$ cat src/rtl/mem_arb_pkg.sv
// -----------------------------------------------------------------------------
// mem_arb_pkg
//   Shared types and constants for the memory-port arbiter.
//   owner_t   : which requester a read belongs to (fetch or load/store)
//   rd_tag_t  : one tag-pipe entry, {valid, owner}
//   TAG_NONE  : empty tag pushed on cycles that issue no read
// -----------------------------------------------------------------------------
package mem_arb_pkg;

   localparam int MAX_READ_LATENCY = 4;
   localparam int STREAK_W         = 4;

   typedef enum logic {
      OWN_F = 1'b0,
      OWN_D = 1'b1
   } owner_t;

   typedef struct packed {
      logic   valid;
      owner_t owner;
   } rd_tag_t;

   localparam rd_tag_t TAG_NONE = '{valid: 1'b0, owner: OWN_F};

endpackage

$ cat src/rtl/mem_port_arbiter_rd_tag_pipe.sv
// -----------------------------------------------------------------------------
// rd_tag_pipe
//   Shift register of read tags, READ_LATENCY entries deep. A tag pushed in
//   the cycle a read is issued reaches the tail exactly when the memory
//   returns that read's data, so ownership follows issue order for free.
//   Ports:
//     clk, reset : clock and asynchronous active-high reset
//     push       : tag for the command issued this cycle (TAG_NONE if none)
//     tail       : tag matching the read data returned this cycle
// -----------------------------------------------------------------------------
module rd_tag_pipe
   import mem_arb_pkg::*;
#(
   parameter int READ_LATENCY = 1
) (
   input  logic    clk,
   input  logic    reset,
   input  rd_tag_t push,
   output rd_tag_t tail
);

   rd_tag_t stage [READ_LATENCY];

   // NOTE: every stage is reset, not only the data path around it: a stale
   // valid bit surviving reset would emit a return nobody asked for.
   always_ff @(posedge clk or posedge reset) begin
      if (reset) begin
         for (int i = 0; i < READ_LATENCY; i++) begin
            stage[i] <= TAG_NONE;
         end
      end else begin
         // NOTE: non-blocking assignments let every stage sample its
         // predecessor's old value, giving a true shift regardless of order.
         stage[0] <= push;
         for (int i = 1; i < READ_LATENCY; i++) begin
            stage[i] <= stage[i-1];
         end
      end
   end

   assign tail = stage[READ_LATENCY-1];

endmodule

$ cat src/rtl/mem_port_arbiter.sv
// -----------------------------------------------------------------------------
// mem_port_arbiter
//   Shares one memory port between instruction fetch (F) and load/store (D).
//   One grant per cycle, D has priority, but F cannot be passed over more
//   than MAX_STREAK times in a row. Reads are tagged so each requester sees
//   only its own data, READ_LATENCY cycles after issue.
//   Ports:
//     clk, reset                        : clock, async active-high reset
//     i_f_req/i_f_addr                  : fetch read request
//     o_f_gnt, o_f_rdvalid/o_f_rddata   : fetch grant and read return
//     i_d_rd/i_d_wr/i_d_addr/i_d_wrdata : load/store request
//     o_d_gnt, o_d_rdvalid/o_d_rddata   : load/store grant and read return
//     o_mem_addr/rd/wr/wrdata           : memory command (zero when idle)
//     i_mem_rddata                      : memory read data
//     o_err                             : sticky, D asked to read and write
//                                         in the same cycle
// -----------------------------------------------------------------------------
module mem_port_arbiter
   import mem_arb_pkg::*;
#(
   parameter int ADDR_W       = 16,
   parameter int DATA_W       = 16,
   parameter int READ_LATENCY = 1,
   parameter int MAX_STREAK   = 4
) (
   input  logic              clk,
   input  logic              reset,
   input  logic              i_f_req,
   input  logic [ADDR_W-1:0] i_f_addr,
   output logic              o_f_gnt,
   output logic              o_f_rdvalid,
   output logic [DATA_W-1:0] o_f_rddata,
   input  logic              i_d_rd,
   input  logic              i_d_wr,
   input  logic [ADDR_W-1:0] i_d_addr,
   input  logic [DATA_W-1:0] i_d_wrdata,
   output logic              o_d_gnt,
   output logic              o_d_rdvalid,
   output logic [DATA_W-1:0] o_d_rddata,
   output logic [ADDR_W-1:0] o_mem_addr,
   output logic              o_mem_rd,
   output logic              o_mem_wr,
   output logic [DATA_W-1:0] o_mem_wrdata,
   input  logic [DATA_W-1:0] i_mem_rddata,
   output logic              o_err
);

   if (READ_LATENCY < 1 || READ_LATENCY > MAX_READ_LATENCY) begin : g_bad_latency
      $error("mem_port_arbiter: READ_LATENCY must be 1..%0d", MAX_READ_LATENCY);
   end
   if (MAX_STREAK < 1 || MAX_STREAK > (2**STREAK_W) - 1) begin : g_bad_streak
      $error("mem_port_arbiter: MAX_STREAK must be 1..%0d", (2**STREAK_W) - 1);
   end

   localparam logic [STREAK_W-1:0] STREAK_MAX = STREAK_W'(MAX_STREAK);

   logic                d_req;
   logic                d_gnt;
   logic                f_gnt;
   logic [STREAK_W-1:0] streak;   // D grants in a row while F was waiting
   rd_tag_t             push_tag;
   rd_tag_t             tail_tag;

   assign d_req = i_d_rd | i_d_wr;

   // Arbitration. Grants are forced low during reset so the memory never
   // sees a strobe while the tag pipe is being cleared.
   // NOTE: both grants get a default before any branch, so no path through
   // the block leaves them unassigned and no latch is inferred.
   always_comb begin
      d_gnt = 1'b0;
      f_gnt = 1'b0;
      if (!reset) begin
         if (d_req && (!i_f_req || streak < STREAK_MAX)) begin
            d_gnt = 1'b1;
         end else if (i_f_req) begin
            f_gnt = 1'b1;
         end
      end
   end

   assign o_f_gnt = f_gnt;
   assign o_d_gnt = d_gnt;

   // Starvation guard: counts D wins that F had to watch. Any cycle where
   // F is idle or served resets the count.
   always_ff @(posedge clk or posedge reset) begin
      if (reset) begin
         streak <= '0;
      end else if (f_gnt || !i_f_req) begin
         streak <= '0;
      end else if (d_gnt && streak != STREAK_MAX) begin
         streak <= streak + STREAK_W'(1);
      end
   end

   // Sticky protocol error: a simultaneous read+write is served as a write.
   always_ff @(posedge clk or posedge reset) begin
      if (reset) begin
         o_err <= 1'b0;
      end else if (i_d_rd && i_d_wr) begin
         o_err <= 1'b1;
      end
   end

   // Memory command mux; every field is zero unless a grant drives it.
   always_comb begin
      o_mem_addr   = '0;
      o_mem_rd     = 1'b0;
      o_mem_wr     = 1'b0;
      o_mem_wrdata = '0;
      if (d_gnt) begin
         o_mem_addr = i_d_addr;
         if (i_d_wr) begin
            o_mem_wr     = 1'b1;
            o_mem_wrdata = i_d_wrdata;
         end else begin
            o_mem_rd = 1'b1;
         end
      end else if (f_gnt) begin
         o_mem_addr = i_f_addr;
         o_mem_rd   = 1'b1;
      end
   end

   // Every issued read leaves a tag; writes and idle cycles push an empty one.
   always_comb begin
      push_tag       = TAG_NONE;
      push_tag.valid = o_mem_rd;
      push_tag.owner = d_gnt ? OWN_D : OWN_F;
   end

   rd_tag_pipe #(
      .READ_LATENCY (READ_LATENCY)
   ) u_rd_tag_pipe (
      .clk   (clk),
      .reset (reset),
      .push  (push_tag),
      .tail  (tail_tag)
   );

   // Route returning data to its owner only; the other side sees zeros.
   assign o_f_rdvalid = tail_tag.valid && (tail_tag.owner == OWN_F);
   assign o_d_rdvalid = tail_tag.valid && (tail_tag.owner == OWN_D);
   assign o_f_rddata  = o_f_rdvalid ? i_mem_rddata : '0;
   assign o_d_rddata  = o_d_rdvalid ? i_mem_rddata : '0;

endmodule

$ cat config.mk
export PLATFORM = sky130hd
export DESIGN_NAME = mem_port_arbiter
export DESIGN_NICKNAME = d
export VERILOG_FILES = /design/src/rtl/mem_arb_pkg.sv /design/src/rtl/mem_port_arbiter_rd_tag_pipe.sv /design/src/rtl/mem_port_arbiter.sv
export SDC_FILE = /design/constraint.sdc
export NUM_CORES = 1
export LEC_CHECK = 0
export CAP_MARGIN = 40
export CORE_MARGIN = 5
export CORE_UTILIZATION = 23
export CTS_CLUSTER_DIAMETER = 150
export DETAILED_ROUTE_END_ITERATION = 12
export PLACE_DENSITY = 0.82
export SLEW_MARGIN = 0
export SYNTH_ARGS = -nofsm -noshare
export SYNTH_HDL_FRONTEND = slang
export SYNTH_SLANG_ARGS = --single-unit
$ cat constraint.sdc
create_clock -name clk -period 1.5 [get_ports clk]
set_input_delay 0.15 -clock clk [delete_from_list [all_inputs] [get_ports clk]]
set_output_delay 0.15 -clock clk [all_outputs]
set_load 0.03 [all_outputs]
Yosys cells after proc, flatten, opt, wreduce, memory -nomap -nowiden
Index checks and enable logic that the tools add are counted.

storage, ports and cells
  flip-flop bits (word level) = 7
  bits in latches = 0
  memory bits (writable) = 0
  memory bits (read-only) = 0
  input port bits = 69
  output and inout bits = 71
  logic and storage cells = 37
  memories = 0

cells by class
  add/subtract/negate cells = 1
  $mul = 0
  div/mod/pow operators = 0
  $lt $le $gt $ge = 1
  equality and inequality tests = 1
  shift operators = 0
  multiplexer cells = 19
  bitwise logic cells = 2
  reduce and logical (&&, ||, !) cells = 9

operator list
  cell                                                                           number
  16-bit 2-to-1 mux                                                              6
  1-bit 2-to-1 mux                                                               11
  4-bit 2-to-1 mux                                                               2
  1-bit logical AND                                                              5
  4-bit by 1-bit adder with 4-bit output (second input constant)                 1
  4-bit by 3-bit less-than comparator with 1-bit output (second input constant)  1
  4-bit by 3-bit inequality test with 1-bit output (second input constant)       1
  1-bit logical OR                                                               2
  2-bit nonzero test                                                             1
  1-bit logical NOT                                                              1
  1-bit NOT                                                                      1
  1-bit OR                                                                       1

Logic depth before layout (Yosys ltp)
Gate-level depths: netlist of the first run.

  depth in word-level cells = 8
  gate-level depth with buffers = 5
  mapped depth without buffers = 5

Modules after synthesis
A second synthesis of the first run with hierarchy kept.

unflattened totals
  cells, all modules = 110
  area total of the unflattened synthesis = 883.3 sq um

by module, submodules not included
  module            times used  cells an instance  area an instance (sq um)  seq. area each (sq um)
  mem_port_arbiter  1           107                829.5                     125.1
  rd_tag_pipe       1           3                  53.8                      50.0

Least setup slack after synthesis of the first run
Ideal clock, no wire load.

  kind = reg2out
  from = register u_rd_tag_pipe.stage, in the netlist u_rd_tag_pipe.tail[1]
  to = output o_f_rddata[10]
  arrival = 1,485 ps
  path slack = -135 ps
  cell stages (with the launch flop) = 4
  cells stage by stage = dfrtp_1 > nor2b_1 > clkbuf_1 > and2_1

on the way
  cells in the longest elaborated chain, start to end = 2

ends and longest elaborated chain
  what                               line                                RTL
  from (decl)                        mem_port_arbiter_rd_tag_pipe.sv:22  rd_tag_t stage [READ_LATENCY];
  from (signal, indexed assignment)  mem_port_arbiter_rd_tag_pipe.sv:36  stage[i] <= stage[i-1];
  1-bit logical AND                  mem_port_arbiter.sv:143             assign o_f_rdvalid = tail_tag.valid && (tail_tag.owner == OWN_F);
  via o_f_rdvalid                    mem_port_arbiter.sv:31              output logic o_f_rdvalid,
  16-bit 2-to-1 mux                  mem_port_arbiter.sv:145             assign o_f_rddata = o_f_rdvalid ? i_mem_rddata : '0;
  to (decl)                          mem_port_arbiter.sv:32              output logic [DATA_W-1:0] o_f_rddata,

The timed path passes the listed nets, and every way through them passes these cells.

Worst setup path after layout of the first run
  from = register streak[2]
  to = output o_mem_addr[15]

on the way
  cells in the longest elaborated chain, start to end = 7
  elaborated cells on any way between the ends = 9
  those cells by class = 1 x order compare; 6 x mux; 2 x reduce/logical

ends and longest elaborated chain
  what                                                     line                     RTL
  from (decl)                                              mem_port_arbiter.sv:60   logic [STREAK_W-1:0] streak;
  from (signal assigned)                                   mem_port_arbiter.sv:93   streak <= streak + STREAK_W'(1);
  4-bit by 3-bit less-than comparator with 1-bit output *  mem_port_arbiter.sv:74   if (d_req && (!i_f_req || streak < STREAK_MAX)) begin
  1-bit logical OR *                                       mem_port_arbiter.sv:74
  1-bit logical AND *                                      mem_port_arbiter.sv:74
  1-bit 2-to-1 mux                                         mem_port_arbiter.sv:74
  1-bit 2-to-1 mux                                         mem_port_arbiter.sv:73   if (!reset) begin
  16-bit 2-to-1 mux                                        mem_port_arbiter.sv:120  end else if (f_gnt) begin
  16-bit 2-to-1 mux *                                      mem_port_arbiter.sv:112  if (d_gnt) begin
  to (decl)                                                mem_port_arbiter.sv:40   output logic [ADDR_W-1:0] o_mem_addr,

Mark *: on every way between the ends. The rest lies on a longest branch, timed or not.

==> run summary, run 1 <==
status: finished, violations left
failing checks: setup timing
CTS root buffer: clkbuf_8
CTS Buf Count: 3
Sw Pwr: 412 uW
Final Max Slew Viols: 0
Distinct cells, synth: 29
DRC: 0
Crit Reg-Reg Startpoint: streak[3]
Seq/Total Area, Yosys: 19.3%
Final min period: 1680 ps
Peak VDD IR: 0.000347 V
IO Pins: 140
CTS max path bufs: 2
Initial Util: 24.2%
part of the power in combinational logic: 61.0%
Slew @ Worst Pin: 356 ps
Die W: 72.8 um
crit path max fanout: 9
Crit Path Class: flop to output port
Die ar.: 5300 um^2
Synth Area per Inst: 8.32 um^2
Internal Power: 784 uW
most frequent CP cell: buf_12
Switching Fraction: 34.5%
clock slew at reported path FFs: 40 ps
Critical Path RT: 1350 ps
largest net degree at the start of global routing: 20
slowest stage delay, CP: 440 ps
fin worst setup slack: -177 ps
clock share of power: 22.1%
TritonCTS clock tree: built
hpwl dp: 3.68 mm
r2r setup slk: 100 ps
All-Layer GR Usage: 14.9%
# diodes: 0
Vias/cell: 4.59
Hold Violations, Final: 0
vias in the first global route: 1411
Row Count: 22
RR Endpoint: streak[0]
cells after synthesis: 109
P_leak: 0.00130 uW
Hold-fix buffers, CTS: 0
worst-path cell chain: nor2_4, a211oi_4, buf_12, buf_12, a22o_2, buf_6
Routed Antenna Nets: 0
first-pass GRT wire length: 6.42 mm
Die Span Y: 72.8 um
Yosys reg bits: 7
R2R depth: 4
WP buf/inv: 3
RSZ-0062 raised after global routing: true
worst-skew pair later-pin latency: 230 ps
initial antenna violation count: 0
max-cap check violation count: 0
most frequent cells in the layout: 66 x clkdlybuf4s50_1, 50 x buf_4, 35 x buf_6
average wire per standard cell: 14.5 um
Via Count: 1452
commonest non-fill, non-tap cell in the layout: clkdlybuf4s50_1
layout cells sized above 1: 49.6%
H-tree depth: 1
area grow syn2layout: 192%
core area: 3740 um^2
Final Wtd Congestion: 0.774
total gr overflow: 0
Worst setup EP type: output port
Worst path top cell family by delay: flip-flops
yosys synthesis warning count: 0
Nets: 340
CTS sink count: 7
CP max-delay cell: dfrtp_2
Worst slew margin: 76.0%
cell area after synthesis: 907 um^2
Min Hold Slack: 346 ps
skew final: 4.12 ps
PwrDens: 451 nW/um^2
TritonRoute pass-1 iters: 4
Layout Cells excl Fill: 316
Worst setup SP type: flop
Initial DRC Count: 31
worst path arrival time: 1530 ps
cell total after placement: 306
fin crit share: 112%
top achievable clock speed: 596 MHz
type of the worst min-delay path: input port to asynchronous set/reset pin
Synthesized Nets: 180
Post-Route WL: 4.59 mm
PortBufs: 139
final setup fails: 35
sequential share of power: 16.9%
[worst max-delay path by stage]
stage                          end  cells after the start  startpoint  slack [ps]
floorplan           o_mem_addr[10]                      4   streak[3]          -5
global placement     o_mem_addr[9]                      6      i_d_wr        -200
detailed placement   o_mem_addr[0]                      7      i_d_wr        -230
CTS                       o_mem_rd                      5   streak[3]        -170
global route         o_mem_addr[0]                      6   streak[2]        -230
finish              o_mem_addr[15]                      6   streak[2]        -180
[layer usage]
layer	vias up	GRT usage, %	share of wire, %
met4	0	4.30	1.1
li1	722	-	-
met2	96	29.0	51
met1	629	15.2	34
met5	-	0	0
met3	5	4.41	14
[kinds of logic after synthesis]
family	after synthesis	synth area share, %
AO/OA/AOI/OAI	29	29.5
adder cells (fa/ha/maj)	2	2.76
buffers and inverters	11	6.34
flip-flops	7	19.3
AND/OR/NAND/NOR	60	42.1
[power groups by stage]
stage               combinational (uW)  clock [uW]  sequential (uW)
global route                       772         283              203
detailed placement                 661           0              204
floorplan                          298           0              205
global placement                   656           0              203
CTS                                716         272              203
finish                             729         264              203
[cell type report]
type | instances | area (um^2)
tap | 48 | 60.1
sequential | 7 | 178
multi-input combinational | 91 | 739
inverter | 5 | 18.8
fill | 281 | 1090
timing repair buffer | 161 | 1610
clock buffer | 4 | 45.0
[Yosys cell counts]
cell type | count | share of area (%)
buf_6 | 2 | 2.5
nor3_1 | 1 | 0.55
a211oi_1 | 2 | 1.7
o21a_1 | 1 | 0.83
nor2_1 | 1 | 0.41
nor2b_1 | 1 | 0.69
nand4_1 | 2 | 1.4
a21oi_1 | 1 | 0.55
or2_4 | 1 | 0.97
o21ba_2 | 1 | 1.1
nor3_2 | 1 | 1.1
dfrtp_1 | 7 | 19
and2_1 | 33 | 23
o21bai_1 | 1 | 0.83
a31oi_1 | 1 | 0.69
and3b_1 | 1 | 0.97
nor2_2 | 1 | 0.69
buf_2 | 1 | 0.55
o21ai_0 | 1 | 0.55
and3_1 | 17 | 12
a22o_1 | 1 | 0.97
a211oi_4 | 1 | 2.2
nand3b_1 | 1 | 0.83
a22o_2 | 15 | 17
ha_1 | 2 | 2.8
o31ai_1 | 2 | 1.7
inv_1 | 5 | 2.1
a21o_2 | 2 | 1.9
clkbuf_1 | 3 | 1.2
[registers in the layout (all words and copies together) (netlist names)]
signal	flops
o_err	1
streak	4
u_rd_tag_pipe.tail	2
[stage by stage]
step	power (uW)	TNS, ps	setup WS (ps)	area [um^2]	utilization, %
final	1200	-4920	-177	2650	70.9
after global routing	1260	-6880	-229	2650	70.9
after CTS	1190	-4780	-168	2580	69.0
after detailed placement	865	-6680	-232	2300	61.5
after global placement	859	-5460	-199	2300	61.5
after floorplan	503	-36.0	-4.50	922	-
[worst min-delay path, cell delays in order]
cell	delay [ps]
clkdlybuf4s50_1	440
buf_6	150
inv_1	220
[timing repair]
action / in CTS / in global routing
setup buffers: 3 / 1
resized for setup: 48 / 9
pin swaps: 0 / 3
setup endpoints to repair: 53 / 36
hold endpoints to repair: 0 / 0
cloned: 2 / 1
No activity file was read; power rests on OpenSTA's default activity.
==> run 2: changes to the inputs <==
Settings changed: CORE_UTILIZATION 23 to 21, PLACE_DENSITY 0.82 to 0.9.
Clock period 1.5 ns to 1.4 ns, I/O delays scaled along.
==> run 2 against run 1 <==
Against the previous run: first-iteration DRC count down 48%; global-route usage up 1.9 points; the run still ends with setup timing left; core utilization down 2.5 points; sequential share of layout area down 0.64 points; highest routed layer unchanged; worst setup slack worse by 130 ps; die area up 8.2%; total power up 17%; clock-buffer cell count unchanged; non-clock buffer count up 3; wire length up 18%.
==> run summary, run 2 (same netlist as run 1, synthesis figures left out) <==
Routed Antenna Nets: 0 (unchanged)
type of the worst min-delay path: input port to asynchronous set/reset pin
initial antenna violation count: 0 (unchanged)
H-tree depth: 1 (unchanged)
R2R depth: 6 (+2)
Internal Power: 911 uW (+16%)
CTS sink count: 7 (unchanged)
worst path arrival time: 1570 ps (+40 ps)
Die Span Y: 75.7 um (+4.0%)
DRC: 0 (unchanged)
most frequent cells in the layout: 65 x clkdlybuf4s50_1, 48 x buf_6, 37 x buf_4
core area: 4260 um^2 (+14%)
PortBufs: 139 (unchanged)
crit path max fanout: 7 (-2)
P_leak: 0.00142 uW (+9.4%)
Peak VDD IR: 0.000281 V (-19%)
area grow syn2layout: 221%
Critical Path RT: 1260 ps (-90 ps)
Via Count: 1526 (+5.1%)
Worst setup SP type: flop
Crit Reg-Reg Startpoint: streak[2]
Final Wtd Congestion: 0.781 (+0.93%)
largest net degree at the start of global routing: 18 (-10%)
Nets: 343 (+0.88%)
hpwl dp: 3.85 mm (+4.7%)
fin worst setup slack: -310 ps (-133 ps)
Vias/cell: 4.72 (+2.8%)
part of the power in combinational logic: 63.9% (+2.9 points)
IO Pins: 140 (unchanged)
# diodes: 0 (unchanged)
final setup fails: 36 (+2.9%)
max reg flops: 4 (unchanged)
Final Max Slew Viols: 0 (unchanged)
max-cap check violation count: 0 (unchanged)
Switching Fraction: 34.9% (+0.40 points)
Top reg by flops: streak
Min Hold Slack: 326 ps (-19.7 ps)
Total Power: 1400 uW (+17%)
vias in the first global route: 1618 (+15%)
total gr overflow: 0 (unchanged)
failing checks: setup timing
All-Layer GR Usage: 16.9% (+1.9 points)
sequential share of power: 15.5% (-1.4 points)
first-pass GRT wire length: 7.42 mm (+16%)
clock share of power: 20.6% (-1.5 points)
average wire per standard cell: 16.7 um (+15%)
PwrDens: 480 nW/um^2 (+6.5%)
CTS root buffer: clkbuf_8
Worst slew margin: 77.8% (+1.8 points)
CTS Buf Count: 3 (unchanged)
Initial DRC Count: 16 (-48%)
commonest non-fill, non-tap cell in the layout: clkdlybuf4s50_1
TritonRoute pass-1 iters: 2 (-2)
Die W: 75.7 um (+4.0%)
Hold Violations, Final: 0 (unchanged)
TritonCTS clock tree: built
r2r setup slk: 20 ps (-80 ps)
layout cells sized above 1: 55.7% (+6.1 points)
Sw Pwr: 488 uW (+18%)
worst-skew pair later-pin latency: 230 ps (about the same)
Row Count: 24 (+9.1%)
RR Endpoint: u_rd_tag_pipe.tail[1]
Initial Util: 21.3% (-3.0 points)
Slew @ Worst Pin: 333 ps (-23.6 ps)
status: finished, violations left
RSZ-0062 raised after global routing: true
top achievable clock speed: 585 MHz
CTS max path bufs: 2 (unchanged)
Final min period: 1710 ps
Post-Route WL: 5.40 mm (+18%)
fin crit share: 122%
Crit Path Class: flop to output port
skew final: 3.43 ps (-0.689 ps)
clock slew at reported path FFs: 40 ps (about the same)
Worst setup EP type: output port
Die ar.: 5730 um^2 (+8.2%)
==> run 2: metal layers <==
layer | vias up | share of wire (%) | global-route usage [%]
li1 | 720 | - | -
met1 | 691 | 30 | 16.2
met2 | 103 | 55 | 32.4
met3 | 12 | 13 | 5.28
met4 | 0 | 1.8 | 7.77
met5 | - | 0 | 0
==> run 2: worst max-delay path by stage <==
stage | from | endpoint | slack, ps | cells after the start
2_1_floorplan | streak[3] | o_mem_addr[10] | -40 | 4
3_3_place_gp | i_f_req | o_mem_addr[8] | -340 | 5
4_1_cts | streak[3] | o_mem_addr[8] | -280 | 6
6_report | streak[2] | o_mem_addr[4] | -310 | 6
5_1_grt | streak[2] | o_mem_addr[11] | -340 | 6
3_5_place_dp | i_d_wr | o_mem_addr[5] | -390 | 6
==> run 2: power groups by stage <==
stage	sequential [uW]	combinational (uW)	clock, uW
2_1_floorplan	220	331	0
5_1_grt	218	941	312
3_3_place_gp	218	718	0
6_report	217	894	288
4_1_cts	216	861	290
3_5_place_dp	218	728	0
==> run 2: final cells by class <==
cell class                      count  area [um^2]
Tap cell                           52         65.1
Inverter                            5         18.8
Sequential cell                     7          176
Fill cell                         330         1350
Multi-Input combinational cell     91          890
Clock buffer                        4         45.0
Timing Repair Buffer              164         1720
==> run 2: metrics by stage <==
step | util [%] | setup slack (ps) | setup TNS, ps | cell area, um^2 | instances
after floorplan | - | -38.5 | -405 | 957 | 109
after global placement | 55.0 | -343 | -10490 | 2350 | 308
after detailed placement | 55.0 | -388 | -11830 | 2350 | 308
after CTS | 66.1 | -285 | -9430 | 2820 | 324
after global routing | 68.3 | -344 | -11350 | 2910 | 323
final | 68.3 | -310 | -9630 | 2910 | 323
==> run 2: repair_timing <==
action | in CTS | in global routing
endpoints found under the setup margin | 40 | 53
resized for setup | 69 | 27
cloned | 4 | 0
buffers inserted | 8 | 1
pin swaps | 3 | 16
hold buffers | 0 | 0
==> run 2: critical path, cell delays in order (launching register included) <==
cell	delay, ps
dfrtp_1	430
o21a_4	210
nor2_4	50
buf_12	140
buf_12	130
a22o_4	240
buf_12	130
==> patch (flow settings as in run 1) <==
Put one more register stage on the output `o_err`, cleared by the reset. The value now appears one clock later. The other outputs are not delayed to match.
--- a/src/rtl/mem_port_arbiter.sv
+++ b/src/rtl/mem_port_arbiter.sv
@@ -45,4 +45,6 @@
    output logic              o_err
 );
+
+   logic o_err_s0;
 
    if (READ_LATENCY < 1 || READ_LATENCY > MAX_READ_LATENCY) begin : g_bad_latency
@@ -98,7 +100,7 @@
    always_ff @(posedge clk or posedge reset) begin
       if (reset) begin
-         o_err <= 1'b0;
+         o_err_s0 <= 1'b0;
       end else if (i_d_rd && i_d_wr) begin
-         o_err <= 1'b1;
+         o_err_s0 <= 1'b1;
       end
    end
@@ -146,4 +148,12 @@
    assign o_d_rddata  = o_d_rdvalid ? i_mem_rddata : '0;
 
+   always_ff @(posedge clk or posedge reset) begin
+      if (reset) begin
+         o_err <= '0;
+      end else begin
+         o_err <= o_err_s0;
+      end
+   end
+
 endmodule
 
Formal check against the unedited RTL: not equivalent (a bounded check fails within 4 cycles, from zero or initial values and one cycle with reset high).
==> patch against run 1 <==
- the run still ends with negative setup slack left
- synthesized area grew 2.8%
- setup slack is essentially flat
- sequential cell count grew 1
- routed wire length grew 3.3%
- final area grew 1.7%
- core utilization shrank 2.9 points
- non-clock buffer count grew 1
- total power grew 2.6%
- critical path type unchanged
- largest power group unchanged
- highest routed layer unchanged
==> patch: results (changes against run 1) <==
[status]
status=finished, violations left
failed_checks=negative setup slack

[finish]
buffers=162  ; +0.62%
nClkBuffers=3  ; -1
final_cell_count_no_fill=319  ; +0.95%
seq-cell-share_pct=7.42  ; +0.72 points
multi_input_area_um2=758  ; +2.5%
nonClkBufAreaFrac_pct=59.9  ; -0.81 points
fill_cells=334  ; +19%
n_sequential_cell=8  ; +1

[critical_path]
cpPeakStageDelay_ps=400  ; -40 ps
cp-endpoint=o_mem_addr[10]
r2r_cells=5  ; +1
regToRegSetupSlack_ps=150  ; +50 ps
slowest_stage=dfrtp_1
cp_top_family=buffers and inverters

[grt]
grt_pass1_wl_mm=6.71  ; +4.5%
grt_use_total_pct=15.5  ; +0.57 points
grt_pass1_vias=1431  ; +1.4%

[place]
routabilityCongestion=0.802  ; +3.6%
dp_cells=308  ; +0.65%
dp_hpwl_mm=3.59  ; -2.5%
preCtsSetupSlack_ps=-229  ; +2.76 ps

[routing]
dr_wl_met2_mm=2.57  ; +9.1%
wl_met3_um=456  ; -27%
wirelength_mm=4.75  ; +3.3%
drt_iter0_drc=53  ; +71%
met1_length_mm=1.65  ; +5.4%
via_per_inst=4.55  ; -1.0%

[sta]
finalSetupViolCount=35  ; unchanged
fin_tns_setup_ps=-4920  ; +8.26 ps
skew_ps=0.133  ; -3.98 ps
tightest_slew_ps=320  ; -35.8 ps
finalWorstSetupSlack_ps=-177  ; -0.287 ps

[power]
p_seq_share_pct=18.6  ; +1.7 points
p_clk_w=0.000253  ; -4%
power_leakage_nw=1.33  ; +2.9%
ir_drop_v=0.000247  ; -29%

[synth]
synth_common_cells=and2_1 (33), and3_1 (17), a22o_2 (15)
syn-num-nets=181  ; +0.56%
synth_area_per_cell_um2=8.47  ; +1.8%
synthTopCellsByArea=and2_1 (22%), dfrtp_1 (21%), a22o_2 (16%)
yosysSeqAreaShare_pct=21.5  ; +2.2 points

==> patch: changes by cell type after synthesis, sizes merged <==
cell   delta
dfrtp     +1
==> patch: repair_timing <==
item	4_1_cts	5_1_grt
setup buffers	3	1
hold buffers	0	0
cloned	2	2
endpoints found under the setup margin	36	36
resized for setup	52	6
pin swaps	5	1
==> patch: through the flow <==
stage / hold WS (ps) / instance area (um^2) / power (W) / util, %
finish: 358 / 2700 / 0.00123 / 68.0
global route: 390 / 2700 / 0.00129 / 68.0
CTS: 378 / 2640 / 0.00122 / 66.5
detailed placement: 373 / 2320 / 0.000889 / 58.4
global placement: 370 / 2320 / 0.000881 / 58.4
floorplan: -34.3 / 947 / 0.000531 / -
==> patch: kinds of logic after synthesis <==
logic type      share of synthesized area [%]
buf+inv                                  6.17
fa+ha+maj                                2.68
simple gates                             40.9
flops                                    21.5
compound gates                           28.7
==> patch: per-layer routing <==
layer,track usage (%),vias to the layer above
met3,3.97,6
met4,4.83,0
met2,28.5,68
li1,-,722
met5,0,-
met1,17.2,655
